$ cat src/rtl/fsm_debounce_pkg.sv
// Shared definitions for the debounce input stage: state encoding and
// the default qualification length used in simulation.
package fsm_debounce_pkg;

  typedef enum logic [1:0] {
    LO_STABLE = 2'd0,
    LO_WAIT   = 2'd1,
    HI_STABLE = 2'd2,
    HI_WAIT   = 2'd3
  } state_e;

  // Simulation-friendly default; silicon builds override to ~1e6.
  localparam int DEFAULT_STABLE_CYC = 4;

endpackage

$ cat src/rtl/fsm_debounce_if.sv
// Level-input bundle for the debounce stage: raw input in, clean level
// and qualification flag out.
interface fsm_debounce_if;

  logic din;
  logic dout;
  logic busy;

  modport master (output din, input dout, input busy);
  modport slave  (input din, output dout, output busy);

endinterface

$ cat src/rtl/sync_2ff.sv
// Two-flop synchroniser for a single asynchronous level. Synchronous
// active-low reset clears both stages to 0.
module sync_2ff (
  input  logic clk,
  input  logic rst,
  input  logic d_i,
  output logic q_o
);

  logic s1_q, s2_q;

  // Shift the raw level through two flops to settle metastability.
  always_ff @(posedge clk) begin
    if (!rst) begin
      s1_q <= 1'b0;
      s2_q <= 1'b0;
    end else begin
      s1_q <= d_i;
      s2_q <= s1_q;
    end
  end

  assign q_o = s2_q;

endmodule

$ cat src/rtl/fsm_debounce.sv
// Debounce stage: synchronises a bouncy level and only lets a change
// through after STABLE_CYC+1 consecutive synchronised samples agree.
// Outputs are decoded from the state register alone so they never glitch.
module fsm_debounce
  import fsm_debounce_pkg::*;
#(
  parameter int STABLE_CYC = DEFAULT_STABLE_CYC
) (
  input  logic          clk,
  input  logic          rst,
  fsm_debounce_if.slave bus
);

  localparam int CNT_W = $clog2(STABLE_CYC);
  localparam logic [CNT_W-1:0] CNT_LAST = CNT_W'(STABLE_CYC - 1);

  logic             s_in;
  state_e           state_q, state_d;
  logic [CNT_W-1:0] cnt_q, cnt_d;

  // The raw input reaches the FSM only through the synchroniser.
  sync_2ff u_sync (
    .clk (clk),
    .rst (rst),
    .d_i (bus.din),
    .q_o (s_in)
  );

  // State and counter registers; reset wins over any qualification in flight.
  always_ff @(posedge clk) begin
    if (!rst) begin
      state_q <= LO_STABLE;
      cnt_q   <= '0;
    end else begin
      state_q <= state_d;
      cnt_q   <= cnt_d;
    end
  end

  // Next-state and counter logic; counter is 0 unless a WAIT state advances it.
  always_comb begin
    state_d = state_q;
    cnt_d   = '0;
    case (state_q)
      LO_STABLE: begin
        if (s_in) state_d = LO_WAIT;
      end
      LO_WAIT: begin
        if (!s_in)                 state_d = LO_STABLE;
        else if (cnt_q == CNT_LAST) state_d = HI_STABLE;
        else                        cnt_d   = cnt_q + 1'b1;
      end
      HI_STABLE: begin
        if (!s_in) state_d = HI_WAIT;
      end
      HI_WAIT: begin
        if (s_in)                   state_d = HI_STABLE;
        else if (cnt_q == CNT_LAST) state_d = LO_STABLE;
        else                        cnt_d   = cnt_q + 1'b1;
      end
      default: begin
        state_d = LO_STABLE;
      end
    endcase
  end

  assign bus.dout = (state_q == HI_STABLE) || (state_q == HI_WAIT);
  assign bus.busy = (state_q == LO_WAIT)   || (state_q == HI_WAIT);

endmodule

$ cat src/flat_wrapper.sv
// flat-port wrapper written by rule: the top's interface ports become plain ports
module fsm_debounce_flat import fsm_debounce_pkg::*;
#(
  parameter int STABLE_CYC = DEFAULT_STABLE_CYC
)
  (clk, rst, bus_din, bus_dout, bus_busy);
  fsm_debounce_if bus_i ();
  input  logic clk;
  input  logic rst;
  input wire logic [$bits(bus_i.din)-1:0] bus_din;
  output wire logic [$bits(bus_i.dout)-1:0] bus_dout;
  output wire logic [$bits(bus_i.busy)-1:0] bus_busy;
  assign bus_i.din = bus_din;
  assign bus_dout = bus_i.dout;
  assign bus_busy = bus_i.busy;
  fsm_debounce #(.STABLE_CYC(STABLE_CYC)) u_core (.clk(clk), .rst(rst), .bus(bus_i));
endmodule
$ cat config.mk
export PLATFORM = sky130hd
export DESIGN_NAME = fsm_debounce_flat
export DESIGN_NICKNAME = d
export VERILOG_FILES = /design/src/rtl/fsm_debounce_pkg.sv /design/src/rtl/fsm_debounce_if.sv /design/src/rtl/sync_2ff.sv /design/src/rtl/fsm_debounce.sv /design/src/flat_wrapper.sv
export SDC_FILE = /design/constraint.sdc
export NUM_CORES = 1
export LEC_CHECK = 0
export CORE_AREA = 2 2 39 41
export CTS_CLUSTER_DIAMETER = 100
export DETAILED_ROUTE_END_ITERATION = 8
export DIE_AREA = 0 0 41 43
export HOLD_SLACK_MARGIN = 0.02
export PLACE_DENSITY_LB_ADDON = 0.1
export SLEW_MARGIN = 20
export SYNTH_ARGS = -nofsm -noshare
export SYNTH_HDL_FRONTEND = slang
export SYNTH_SLANG_ARGS = --single-unit
$ cat constraint.sdc
create_clock -name clk -period 1.25 [get_ports clk]
set_clock_uncertainty 0.05 [all_clocks]
set_input_delay 0.375 -clock clk [delete_from_list [all_inputs] [get_ports clk]]
set_output_delay 0.375 -clock clk [all_outputs]
set_load 0.05 [all_outputs]
## Word level (Yosys, flattened, before mapping)

Cells that the tools add are included.

- Bits in registers: 6
- Output and inout bits: 2
- Word-level logic and storage cells: 28

- Add/subtract/negate cells: 1
- Eq/ne operators: 8
- Multiplexer cells: 11
- Reduce and logical (&&, ||, !) cells: 4

Operators by type and width:

| operator | count |
|---|---|
| 2-bit 2-to-1 mux | 9 |
| 2-bit case mux with 4 select lines | 1 |
| 2-bit equality test, second input constant | 3 |
| 3-bit by 2-bit != test with 1-bit output, second input constant | 2 |
| 2-bit != test, second input constant | 2 |
| 2-bit case mux with 2 select lines | 1 |
| 4-bit AND reduction | 1 |
| 2-bit by 1-bit adder with 2-bit output, second input constant | 1 |
| 2-bit by 1-bit equality test with 1-bit output, second input constant | 1 |
| 2-bit logical NOT | 1 |
| 1-bit logical OR | 2 |

## Depth between registers and ports, before layout

- Depth after elaboration: 4
- Gate-level depth with buffers: 3
- Gate-level depth less buffers: 3

## By module

A second synthesis with hierarchy kept.

- Cell total of the unflattened synthesis: 20
- Area total of the unflattened synthesis: 216.5 µm²

By module, submodules not included:

| module | times used | cells an instance | area an instance (µm²) | seq. area each (µm²) |
|---|---|---|---|---|
| fsm_debounce | 1 | 16 | 163.9 | 80.1 |
| sync_2ff | 1 | 4 | 52.6 | 40.0 |

## Worst setup path after synthesis

Ideal clock, no wire load.

- Path type: reg2out
- From: register u_core.state_q[0]
- To: output port bus_busy
- Arrival: 840 ps
- Required time: 825 ps
- Setup slack: -15 ps
- Cell stages (with the launch flop): 2
- Path through: dfxtp_1 -> clkbuf_1

- Cells in the longest elaborated chain, start to end: 2
- Elaborated cells on any way between the ends: 3
- Those cells by class: eq/ne (2); reduce/logical (1)

Ends and longest elaborated chain:

| element | RTL line | text |
|---|---|---|
| start, declared | fsm_debounce.sv:18 | `state_e state_q, state_d;` |
| start signal, assigned | fsm_debounce.sv:35 | `state_q <= state_d;` |
| 2-bit by 1-bit equality test with 1-bit output or 2-bit equality test (tied branches) | fsm_debounce.sv:68 | `assign bus.busy = (state_q == LO_WAIT) \|\| (state_q == HI_WAIT);` |
| 1-bit logical OR * | fsm_debounce.sv:68 |  |
| end, declared | flat_wrapper.sv:12 | `output wire logic [$bits(bus_i.busy)-1:0] bus_busy;` |

Every way passes the cells marked *; elsewhere a longest branch is shown, timed or not.

## Worst setup path after layout

Same ends and word-level chain as after synthesis.

==> flow_metrics.env <==
export IMPL_period_share=0.948
export IMPL_slew_viol_final=0
export IMPL_grt_pass1_wl_um=690
export IMPL_worst_pin_slew_ns=0.327
export IMPL_clkTransAtPathRegs_ns=0.05
export IMPL_antenna_cells=0
export IMPL_antenna_found_initial=0
export IMPL_critPathCaptureType="primary output"
export IMPL_synth_seq_cells=6
export IMPL_layout_cells_non_filler=44
export IMPL_cts_sinks=6
export IMPL_cp_cell_sequence="buf_12"
export IMPL_yosys_area_share_simple=0.205
export IMPL_clkLatencyLatePin_ns=0.24
export IMPL_synth_top_family_by_area="simple AND/OR/NAND/NOR gates"
export IMPL_synth_area_um2=220
export IMPL_leakage_nw=0.130
export IMPL_placed_cell_area_um2=308
export IMPL_synthCells=21
export IMPL_rsz0062_at_grt="no"
export IMPL_grt_max_degree=6
export IMPL_critical_path_class="reg -> out"
export IMPL_drc=0
export IMPL_vdd_ir_drop_max_v=0.000317
export IMPL_cp_start_kind="register"
export IMPL_grt_pass1_vias=167
export IMPL_numCtsBuffers=3
export IMPL_gp_congestion=0.629
export IMPL_overflow=0
export IMPL_fmax_mhz=844
export IMPL_cts_hold_buf=0
export IMPL_ant_nets=0
export IMPL_synth_compound_area_frac=0.102
export IMPL_vias=159
export IMPL_cts_htree_levels=1
export IMPL_initial_core_util=0.159
export IMPL_worstHoldPathType="reg -> reg"
export IMPL_die_h_um=43
export IMPL_syn_area_per_cell_um2=10.5
export IMPL_hold_viol_final=0
export IMPL_path_buf_inv=1
export IMPL_critPathMaxStageDelay_ns=0.37
export IMPL_place_worst_setup_slack_ns=-0.0650
export IMPL_dp_hpwl_um=281
export IMPL_yosys_warnings=0
export IMPL_muxShareOfSynthArea=0
export IMPL_cp_arrival_ns=0.76
export IMPL_syn_num_nets=25
export IMPL_slew_headroom=0.781
export IMPL_wirelength_um=379
export IMPL_setup_viol=0
export IMPL_coreArea_um2=1380
export IMPL_final_util=0.240
export IMPL_outcome="finished, final reports clean"
export IMPL_fin_setup_tns_ns=0
export IMPL_finalCriticalPeriod_ns=1.19
export IMPL_port_buffer_count=4
export IMPL_ys_seq_area_frac=0.545
export IMPL_syn_to_final_growth_pct=50.6
export IMPL_drive_above_1_share=0.357
export IMPL_dieArea_um2=1760
export IMPL_setup_slack_ns=0.0650
export IMPL_synth_cell_type_count=13
export IMPL_powerDensity_nw_per_um2=1210
export IMPL_first_iter_violations=3
export IMPL_fp_row_count=14
export IMPL_clockBufferDepth=2
export IMPL_fin_area_um2=332
export IMPL_worstPathRequired_ns=0.83
export IMPL_crit_path_top_delay_cell="dfxtp_1"
export IMPL_cts_tree="built"
export IMPL_nNetsFinal=34
export IMPL_drv_cap=0
export IMPL_crit_family="flip-flops"
export IMPL_io_pins=5
export IMPL_via_per_inst=3.61
export IMPL_dr_pass1_iters=2
export IMPL_synth_adder_area_share=0.0568
export IMPL_synthXorXnorAreaFrac=0.0398
export IMPL_path_max_fanout=2
export IMPL_dp_cells=41
export IMPL_clockRootBuffer="clkbuf_4"
export IMPL_die_x_um=41
export IMPL_grt_use_total=0.0704
export IMPL_cts_setup_buffers=0
export IMPL_routedWlPerCell_um=8.61
[per-layer routing]
metal  share of wire  global-route usage  vias up
met2            0.51              0.0813        4
met3           0.074              0.0471        0
li1                -                   -       84
met5               0                   0        -
met4               0               0.100        0
met1            0.42              0.0647       71
[through the flow]
step                hold WS (ns)  total power [mW]
CTS                        0.388             0.414
global route               0.393             0.438
global placement           0.381             0.227
detailed placement         0.375             0.227
finish                     0.383             0.403
floorplan                  0.362             0.212
[cells by family after synthesis]
logic type | count (synthesis)
and+or+nand+nor | 7
DFF | 6
AOI/OAI and AO/OA | 3
buffers and inverters | 3
xor gates and xnor gates | 1
adders and majority gates | 1
[synth_stat cells, drive strengths merged]
| library cell | n | area (um^2) |
|---|---|---|
| and2 | 2 | 12.5 |
| inv | 1 | 3.75 |
| dfxtp | 6 | 120 |
| xnor2 | 1 | 8.76 |
| a21bo | 1 | 10.0 |
| nand2b | 1 | 6.26 |
| clkbuf | 2 | 7.51 |
| nand3 | 2 | 10.0 |
| a211oi | 1 | 7.51 |
| ha | 1 | 12.5 |
| nor4 | 1 | 12.5 |
| nor2 | 1 | 3.75 |
| a21oi | 1 | 5.00 |
[where the power goes]
| part | internal, mW | leakage, nW | switching, mW | total, mW |
|---|---|---|---|---|
| registers | 0.196 | 0.0494 | 0.00202 | 0.198 |
| logic | 0.0147 | 0.0666 | 0.0106 | 0.0253 |
| clock network | 0.109 | 0.0138 | 0.0707 | 0.179 |
| total | 0.319 | 0.130 | 0.0833 | 0.403 |
[cell type report]
type | instances | area, um^2
well taps | 16 | 20.0
inverters | 1 | 3.75
multi-input cells | 12 | 88.8
repair buffers | 6 | 75.1
clock buffers | 3 | 22.5
fillers | 151 | 1050
flip-flops and latches | 6 | 121
[placed cells by master, fill, tap and decap left out]
cell	netlist	final
inv_1	1	1
nand2b_1	1	1
nor2_1	1	1
clkdlybuf4s50_1	0	2
nand3_1	2	2
a21oi_1	1	1
clkbuf_4	0	3
a211oi_1	1	1
and2_1	2	2
buf_4	0	2
xnor2_1	1	1
buf_12	0	2
dfxtp_1	6	5
dfxtp_2	0	1
a21bo_2	1	1
nor4_2	1	1
ha_1	1	1
[worst paths after layout]
path	to	slack [ns]	cells past startpoint	from
min	u_core.u_sync.q_o	0.38	1	u_core.u_sync.s1_q
max	bus_busy	0.06	1	u_core.state_q[0]
min reg2reg	u_core.u_sync.q_o	0.38	1	u_core.u_sync.s1_q
max reg2reg	register	0.23	3	u_core.cnt_q[0]
[timing repair]
item | in CTS | in global routing
resized for setup | 0 | 1
endpoints found under the hold margin | 0 | 0
endpoints found under the setup margin | 0 | 1
Power figures use the tool's default switching activity.
